### src/rtl/ans_ltf_scheduler_if.sv
// LTF sample stream: data/valid/last, no backpressure.
// The consumer must accept every valid beat.
interface ans_ltf_scheduler_if;
  logic [31:0] data;
  logic        valid;
  logic        last;

  modport master (output data, valid, last);
  modport slave  (input  data, valid, last);
endinterface

### src/rtl/ans_ltf_scheduler.sv
// Per-packet sequencer for one ans_ht_ltf_generator: arm, precompute, grant, stream.
// Define ANS_LTF_TIMEOUT_EN to enable the wait-for-start watchdog.
module ans_ltf_scheduler #(
  parameter int PRECOMP_CYCLES = 96,
  parameter int LTF_LEN        = 80,
  parameter int TIMEOUT_CYCLES = 8
) (
  input  logic           clk,
  input  logic           reset,
  input  logic           cfg_coeff_wr,
  input  logic [127:0]   cfg_coeff,
  input  logic           pkt_start,
  input  logic           ltf_req,
  input  logic           abort,
  output logic           gen_reset,
  output logic           gen_letsgo,
  output logic           gen_givemeoutput,
  output logic [127:0]   gen_obf_coeff,
  input  logic [31:0]    gen_ltf_data,
  input  logic           gen_ltf_started,
  output logic           ltf_ready,
  ans_ltf_scheduler_if.master out,
  output logic           done,
  output logic           busy,
  output logic           err_timeout
);

  typedef enum logic [2:0] {
    S_IDLE,
    S_ARM,
    S_PRECOMP,
    S_READY,
    S_WAITSTART,
    S_STREAM,
    S_DONE
  } state_t;

`ifdef ANS_LTF_TIMEOUT_EN
  localparam bit TO_EN = 1'b1;
`else
  localparam bit TO_EN = 1'b0;
`endif

  localparam logic [6:0] PRE_LAST = 7'(PRECOMP_CYCLES - 1);
  localparam logic [6:0] LEN_LAST = 7'(LTF_LEN - 1);
  localparam logic [6:0] TO_LAST  = 7'(TIMEOUT_CYCLES - 1);

  state_t       state_q, state_d;
  logic [6:0]   cnt_q, cnt_d;
  logic [127:0] shadow_q, active_q;
  logic         err_q;
  logic         load;
  logic         kill;
  logic         to_hit;
  logic         valid;
  logic         last;

  always_ff @(posedge clk) begin
    if (reset) begin
      state_q  <= S_IDLE;
      cnt_q    <= '0;
      shadow_q <= '0;
      active_q <= '0;
      err_q    <= 1'b0;
    end else begin
      state_q <= state_d;
      cnt_q   <= cnt_d;
      if (cfg_coeff_wr)
        shadow_q <= cfg_coeff;
      // A write landing with pkt_start goes straight to the active copy.
      if (load)
        active_q <= cfg_coeff_wr ? cfg_coeff : shadow_q;
      if (to_hit)
        err_q <= 1'b1;
      else if (load)
        err_q <= 1'b0;
    end
  end

  always_comb begin
    state_d          = state_q;
    cnt_d            = cnt_q;
    load             = 1'b0;
    kill             = 1'b0;
    to_hit           = 1'b0;
    valid            = 1'b0;
    last             = 1'b0;
    gen_letsgo       = 1'b0;
    gen_givemeoutput = 1'b0;
    ltf_ready        = 1'b0;
    done             = 1'b0;
    if (abort && state_q != S_IDLE) begin
      kill    = 1'b1;
      state_d = S_IDLE;
    end else begin
      unique case (state_q)
        S_IDLE: begin
          if (pkt_start) begin
            load    = 1'b1;
            state_d = S_ARM;
          end
        end
        S_ARM: begin
          gen_letsgo = 1'b1;
          cnt_d      = '0;
          state_d    = S_PRECOMP;
        end
        S_PRECOMP: begin
          if (cnt_q == PRE_LAST)
            state_d = S_READY;
          else
            cnt_d = cnt_q + 7'd1;
        end
        S_READY: begin
          ltf_ready = 1'b1;
          if (ltf_req) begin
            gen_givemeoutput = 1'b1;
            cnt_d            = '0;
            state_d          = S_WAITSTART;
          end
        end
        S_WAITSTART: begin
          if (gen_ltf_started) begin
            valid   = 1'b1;
            cnt_d   = 7'd1;
            state_d = S_STREAM;
          end else if (TO_EN && cnt_q == TO_LAST) begin
            to_hit  = 1'b1;
            state_d = S_IDLE;
          end else begin
            cnt_d = cnt_q + 7'd1;
          end
        end
        S_STREAM: begin
          valid = 1'b1;
          if (cnt_q == LEN_LAST) begin
            last    = 1'b1;
            state_d = S_DONE;
          end else begin
            cnt_d = cnt_q + 7'd1;
          end
        end
        S_DONE: begin
          done    = 1'b1;
          state_d = S_IDLE;
        end
        default: state_d = S_IDLE;
      endcase
    end
  end

  assign gen_reset     = reset | kill | to_hit;
  assign gen_obf_coeff = active_q;
  assign out.valid     = valid;
  assign out.last      = last;
  assign out.data      = valid ? gen_ltf_data : '0;
  assign busy          = state_q != S_IDLE;
  assign err_timeout   = err_q;

endmodule

### src/flat_wrapper.sv
// flat-port wrapper written by rule: the top's interface ports become plain ports
module ans_ltf_scheduler_flat 
#(
  parameter int PRECOMP_CYCLES = 96,
  parameter int LTF_LEN        = 80,
  parameter int TIMEOUT_CYCLES = 8
)
  (clk, reset, cfg_coeff_wr, cfg_coeff, pkt_start, ltf_req, abort, gen_reset, gen_letsgo, gen_givemeoutput, gen_obf_coeff, gen_ltf_data, gen_ltf_started, ltf_ready, done, busy, err_timeout, out_data, out_valid, out_last);
  ans_ltf_scheduler_if out_i ();
  input  logic clk;
  input  logic reset;
  input  logic cfg_coeff_wr;
  input  logic [127:0] cfg_coeff;
  input  logic pkt_start;
  input  logic ltf_req;
  input  logic abort;
  output logic gen_reset;
  output logic gen_letsgo;
  output logic gen_givemeoutput;
  output logic [127:0] gen_obf_coeff;
  input  logic [31:0] gen_ltf_data;
  input  logic gen_ltf_started;
  output logic ltf_ready;
  output logic done;
  output logic busy;
  output logic err_timeout;
  output wire logic [$bits(out_i.data)-1:0] out_data;
  output wire logic [$bits(out_i.valid)-1:0] out_valid;
  output wire logic [$bits(out_i.last)-1:0] out_last;
  assign out_data = out_i.data;
  assign out_valid = out_i.valid;
  assign out_last = out_i.last;
  ans_ltf_scheduler #(.PRECOMP_CYCLES(PRECOMP_CYCLES), .LTF_LEN(LTF_LEN), .TIMEOUT_CYCLES(TIMEOUT_CYCLES)) u_core (.clk(clk), .reset(reset), .cfg_coeff_wr(cfg_coeff_wr), .cfg_coeff(cfg_coeff), .pkt_start(pkt_start), .ltf_req(ltf_req), .abort(abort), .gen_reset(gen_reset), .gen_letsgo(gen_letsgo), .gen_givemeoutput(gen_givemeoutput), .gen_obf_coeff(gen_obf_coeff), .gen_ltf_data(gen_ltf_data), .gen_ltf_started(gen_ltf_started), .ltf_ready(ltf_ready), .out(out_i), .done(done), .busy(busy), .err_timeout(err_timeout));
endmodule
### config.mk
export PLATFORM = sky130hd
export DESIGN_NAME = ans_ltf_scheduler_flat
export DESIGN_NICKNAME = d
export VERILOG_FILES = /design/src/rtl/ans_ltf_scheduler_if.sv /design/src/rtl/ans_ltf_scheduler.sv /design/src/flat_wrapper.sv
export SDC_FILE = /design/constraint.sdc
export NUM_CORES = 1
export LEC_CHECK = 0
export CAP_MARGIN = 10
export CELL_PAD_IN_SITES_DETAIL_PLACEMENT = 1
export CELL_PAD_IN_SITES_GLOBAL_PLACEMENT = 1
export CORE_ASPECT_RATIO = 0.5
export CORE_UTILIZATION = 31
export DETAILED_ROUTE_END_ITERATION = 10
export PLACE_DENSITY = 0.73
export SLEW_MARGIN = 20
export SYNTH_ARGS = -nofsm -noshare
export SYNTH_HDL_FRONTEND = slang
export SYNTH_SLANG_ARGS = --single-unit
### constraint.sdc
create_clock -name clk -period 1.5 [get_ports clk]
set_input_delay 0.3 -clock clk [delete_from_list [all_inputs] [get_ports clk]]
set_output_delay 0.3 -clock clk [all_outputs]
set_load 0.01 [all_outputs]
# Word level (Yosys, flattened, before mapping)
# Index checks and enable logic that the tools add are counted.
dict set report classes {
  bitwise_logic 2
  n_shift 0
  div_mod_pow 0
  eq_ne 15
  addsub 1
  reduce_logical 7
  n_mux 32
  n_mul 0
  order_cmp 0
}
# op count
set ops {}
lappend ops {{128-bit two-way mux} 1}
lappend ops {{7-bit one-hot mux with 5 select lines} 1}
lappend ops {{32-bit two-way mux} 1}
lappend ops {{7-bit two-way mux} 4}
lappend ops {{1-bit two-way mux} 18}
lappend ops {{3-bit one-hot mux with 6 select lines} 1}
lappend ops {{3-bit two-way mux} 5}
lappend ops {{7-bit equality test (second input constant)} 2}
lappend ops {{2-bit inequality test (second input constant)} 5}
lappend ops {{5-bit AND reduction} 2}
lappend ops {{3-bit equality test (second input constant)} 3}
lappend ops {{7-bit by 1-bit adder with 7-bit output (second input constant)} 1}
lappend ops {{3-bit by 2-bit equality test with 1-bit output (second input constant)} 2}
lappend ops {{5-bit nonzero test} 1}
lappend ops {{2-bit by 1-bit inequality test with 1-bit output (second input constant)} 2}
lappend ops {{3-bit by 1-bit equality test with 1-bit output (second input constant)} 1}
lappend ops {{3-bit zero test} 1}
lappend ops {{3-bit nonzero test} 1}
lappend ops {{1-bit one-hot mux with 2 select lines} 1}
lappend ops {{2-bit OR reduction} 1}
lappend ops {{1-bit logical AND} 1}
lappend ops {{1-bit inverter} 1}
lappend ops {{1-bit bitwise OR} 1}
dict set report word_totals {
  regBits 266
  latchBits 0
  romBits 0
  mem_count 0
  wordCells 61
  ramBits 0
  input_bits 167
}

# Longest topological paths before layout
dict set report logic_depth {
  depth_word 4
  mapped_depth 8
  ltp_nobuf 6
}

# Worst setup path before layout
# No wires, ideal clock.
dict set report synth_path {
  path_type {register to output}
  startpoint {register u_core.state_q[1]}
  endpoint {output out_data[22]}
  path_slack_ns -0.173
  n_path_buf 2
  arrival_time_ns 1.373
  stages_incl_launch_ff 6
  t_required_ns 1.200
  path_cell_list {dfxtp_1 > buf_2 > nand2b_1 > nor3_2 > clkbuf_1 > and2_1}
}
dict set report synth_via {
  elab_chain_cells 4
  elab_cells_between_ends 7
}
# item line_no
set synth_rtl {}
lappend synth_rtl {{from (decl)} ans_ltf_scheduler.sv:48} ;# state_t state_q, state_d;
lappend synth_rtl {{from (signal assigned)} ans_ltf_scheduler.sv:66} ;# state_q <= state_d;
lappend synth_rtl {{3-bit equality test or 3-bit nonzero test (tied branches)} {ans_ltf_scheduler.sv:96, ans_ltf_scheduler.sv:92}}
lappend synth_rtl {{1-bit one-hot mux with 2 select lines or 1-bit logical AND (tied branches)} {ans_ltf_scheduler.sv:96, ans_ltf_scheduler.sv:92}}
lappend synth_rtl {{1-bit two-way mux (*)} ans_ltf_scheduler.sv:92} ;# if (abort && state_q != S_IDLE) begin
lappend synth_rtl {{net out_valid} flat_wrapper.sv:28} ;# output wire logic [$bits(out_i.valid)-1:0] out_valid;
lappend synth_rtl {{32-bit two-way mux (*)} ans_ltf_scheduler.sv:156} ;# assign out.data = valid ? gen_ltf_data : '0;
lappend synth_rtl {{to (decl)} flat_wrapper.sv:27} ;# output wire logic [$bits(out_i.data)-1:0] out_data;
# The timed path passes the listed nets; every way through them passes the cells marked *.

# Worst setup path in the final report
dict set report layout_path {
  startpoint {register u_core.cnt_q[1]}
  endpoint {output out_last}
}
dict set report layout_via {
  elab_chain_cells 4
}
# item line_no
set layout_rtl {}
lappend layout_rtl {{from (decl)} ans_ltf_scheduler.sv:49} ;# logic [6:0] cnt_q, cnt_d;
lappend layout_rtl {{from (signal assigned)} ans_ltf_scheduler.sv:67} ;# cnt_q <= cnt_d;
lappend layout_rtl {{7-bit equality test} ans_ltf_scheduler.sv:136} ;# if (cnt_q == LEN_LAST) begin
lappend layout_rtl {{1-bit two-way mux} ans_ltf_scheduler.sv:136}
lappend layout_rtl {{1-bit two-way mux} ans_ltf_scheduler.sv:96} ;# unique case (state_q)
lappend layout_rtl {{1-bit two-way mux} ans_ltf_scheduler.sv:92}
lappend layout_rtl {{to (decl)} flat_wrapper.sv:29} ;# output wire logic [$bits(out_i.last)-1:0] out_last;
# No other way between the ends.

==> results.yml <==
setup_path:
  path_class: "reg2out"
  critPathMaxFanout: 2
  startpoint_type: "flip-flop"
  crit_chain: "ha_4, nand3_4, nor3_4, nand2_2, nor3_2, buf_2"
  arrival_ps: 1790
  end_kind: "primary output"
  slowest_stage: "dfxtp_2"
  cpPeakStageDelay_ps: 360
  required_ps: 1200
final_layout:
  final_common_cell: "dfxtp_1"
  drive_above_1_share_pct: 34.53
  fin_nets: 1543
  stdcell_count: 1820
  syn_to_final_growth_pct: 67.66
  fillers: 3235
  most-common-layout-cells: "dfxtp_1, nor2_1, clkdlybuf4s50_1"
run:
  cap_violations: 0
global_route:
  grtUsageTotal_pct: 20.84
  grt_max_degree: 75
  overflow: 0
  grt_pass1_vias: 9314
  antenna_found_initial: 3
  grt_pass1_wl_mm: 54.49
detailed_routing:
  wl_mm: 39.83
  avgRoutedWirePerCell_um: 21.89
  drc: 0
  routed_via_density: 4.871
  num_vias: 8866
  first_pass_iters: 4
  drt_iter0_markers: 380
  ant_nets: 0
power_and_ir_drop:
  peakVddDrop_mv: 0.8485
  p_leak_nw: 7.008
  p_per_area_mw_per_mm2: 1445
clock_network:
  cts_made_buffers: 26
  cts.sinks: 266
  clockBufferDepth: 3
  root_buffer: "clkbuf_16"
  clkTransAtPathRegs_ps: 70
  clock_latency_ps: 550
  cts_hold_buf: 0
  cts_tree: "done"
  h-tree-depth: 1
timing:
  layout_min_cycle_time_ps: 2087
  fin_crit_sh_pct: 139.1
  grt_setup_unrepaired: "yes"
  clock-skew-final_ps: 23.56
  drv_slew: 0
  setup_viol: 192
  finalWorstSetupSlack_ps: -587.1
  fmax_mhz: 479.1
  setup_tns_ps: -63490
  hold_slack_ps: 244.9
  final-hold-violation-count: 0
yosys:
  synth_area_mm2: 0.009966
  synthArstFlopShare_pct: 0
  postSynthAreaPerCell_um2: 10.33
  ys_types: 33
  netlist_instances: 965
  synth_edf_count: 0
  syn_nets: 1133
  ys_ff_latch: 266
  synth_warnings: 0
  ys_seq_area_share_pct: 53.43
  synth_ff_type: "dfxtp_1"
die:
  die_h_um: 128.8
  row_count: 45
  core_mm2: 0.03097
  ios: 336
  die_x_um: 255.6
  start_util_pct: 32.18
  die-area_mm2: 0.03291
placed_design:
  io_buffers: 334
  dp_cells: 1682
  gp_congestion: 1.098
  hpwl_mm: 22.65
run_status:
  failed_checks: "negative setup slack"
  run_status: "finished, violations left"
hold_path:
  min_path_type: "in2reg"
[layer usage]
| layer | up-vias | global-route usage, % | wire [um] |
|---|---|---|---|
| met5 | - | 0 | 0 |
| met4 | 0 | 5.354 | 922 |
| met3 | 69 | 2.325 | 853 |
| met2 | 148 | 39.88 | 21490 |
| met1 | 4515 | 24.95 | 16570 |
| li1 | 4134 | - | - |
[stage by stage]
stage                     instance area, um2  power, mW  worst slack (ps)  utilization [%]
after global placement                 13980      14.20            -678.3            45.14
after floorplan                        10020      11.56            -18.61                -
after global routing                   16710      25.15            -645.0            53.95
after CTS                              15660      22.50            -577.5            50.55
final                                  16710      24.15            -587.1            53.96
after detailed placement               13980      14.43            -744.3            45.14
[worst max-delay path, delay by kind of cell, from the launching register on]
kind / cells / cell delay, ps
and+or+nand+nor: 4 / 580
DFF: 1 / 360
buffers and inverters: 1 / 160
adders and majority gates: 1 / 150
[cell usage after synthesis (2+ instances only)]
master / number / share of area, %
a211oi_1: 60 / 4.5
a211oi_2: 68 / 8.5
a21oi_1: 7 / 0.35
and2_1: 35 / 2.2
buf_1: 5 / 0.19
buf_2: 27 / 1.4
buf_4: 12 / 0.90
buf_6: 8 / 0.90
clkbuf_1: 29 / 1.1
dfxtp_1: 266 / 53
inv_1: 8 / 0.30
mux2i_1: 130 / 13
nand2_1: 2 / 0.075
nand2b_1: 4 / 0.25
nand3_1: 3 / 0.15
nor2_1: 263 / 9.9
nor2b_1: 3 / 0.19
nor3_1: 4 / 0.20
nor3_2: 2 / 0.20
o21a_1: 2 / 0.15
o21ai_0: 4 / 0.20
o22ai_1: 2 / 0.13
o32ai_1: 5 / 0.44
or3_1: 7 / 0.44
[where the power goes]
part | switching [mW] | leakage (nW) | internal, mW
registers | 0.613 | 2.20 | 8.03
clock network | 2.94 | 0.422 | 3.79
logic | 4.21 | 4.38 | 4.58
[cell type report]
type / count / area, um2 / share of cell area [%]
clock buffers: 33 / 726.9 / 4.351
clock inverters: 13 / 137.6 / 0.8237
repair buffers: 463 / 4976 / 29.78
flip-flops and latches: 266 / 5344 / 31.98
well taps: 423 / 529.3 / 3.168
diodes: 4 / 10.01 / 0.05991
inverters: 8 / 30.03 / 0.1797
multi-input cells: 610 / 4955 / 29.65
[sequential cells by signal, summed over array words and instances (netlist names)]
| name | cells |
|---|---|
| u_core.gen_obf_coeff | 128 |
| u_core.shadow_q | 128 |
| u_core.cnt_q | 7 |
| u_core.state_q | 3 |
[path summary, 6_finish.rpt]
path              slack [ps]                                     end  depth (start not counted)                                    from
setup / recovery        -590                                out_last                          6            u_core.cnt_q[1]$_SDFFE_PP0P_
hold / removal           240  u_core.gen_obf_coeff[127]$_SDFFE_PP0P_                          3                                   reset
setup reg to reg        -400  u_core.gen_obf_coeff[110]$_SDFFE_PP0P_                         11          u_core.state_q[2]$_SDFFE_PP0P_
hold reg to reg          510  u_core.gen_obf_coeff[102]$_SDFFE_PP0P_                          2  u_core.gen_obf_coeff[102]$_SDFFE_PP0P_
[repair_timing]
item / CTS / global route
setup buffers: 38 / 35
gates resized for setup: 414 / 292
endpoints found under the setup margin: 304 / 239
pin swaps: 44 / 98
gates cloned: 18 / 12
[logic make-up (layout without fill, tap and decap cells)]
logic type	count (synthesis)	count (layout)	share of synthesized area, %
fa+ha+maj	1	1	0.1255
simple gates	327	327	14.00
flops	266	266	53.43
other cells	1	5	0.03763
buf+inv	89	517	4.746
mux	130	130	13.06
compound gates	151	151	14.60
Power figures use the tool's default switching activity.
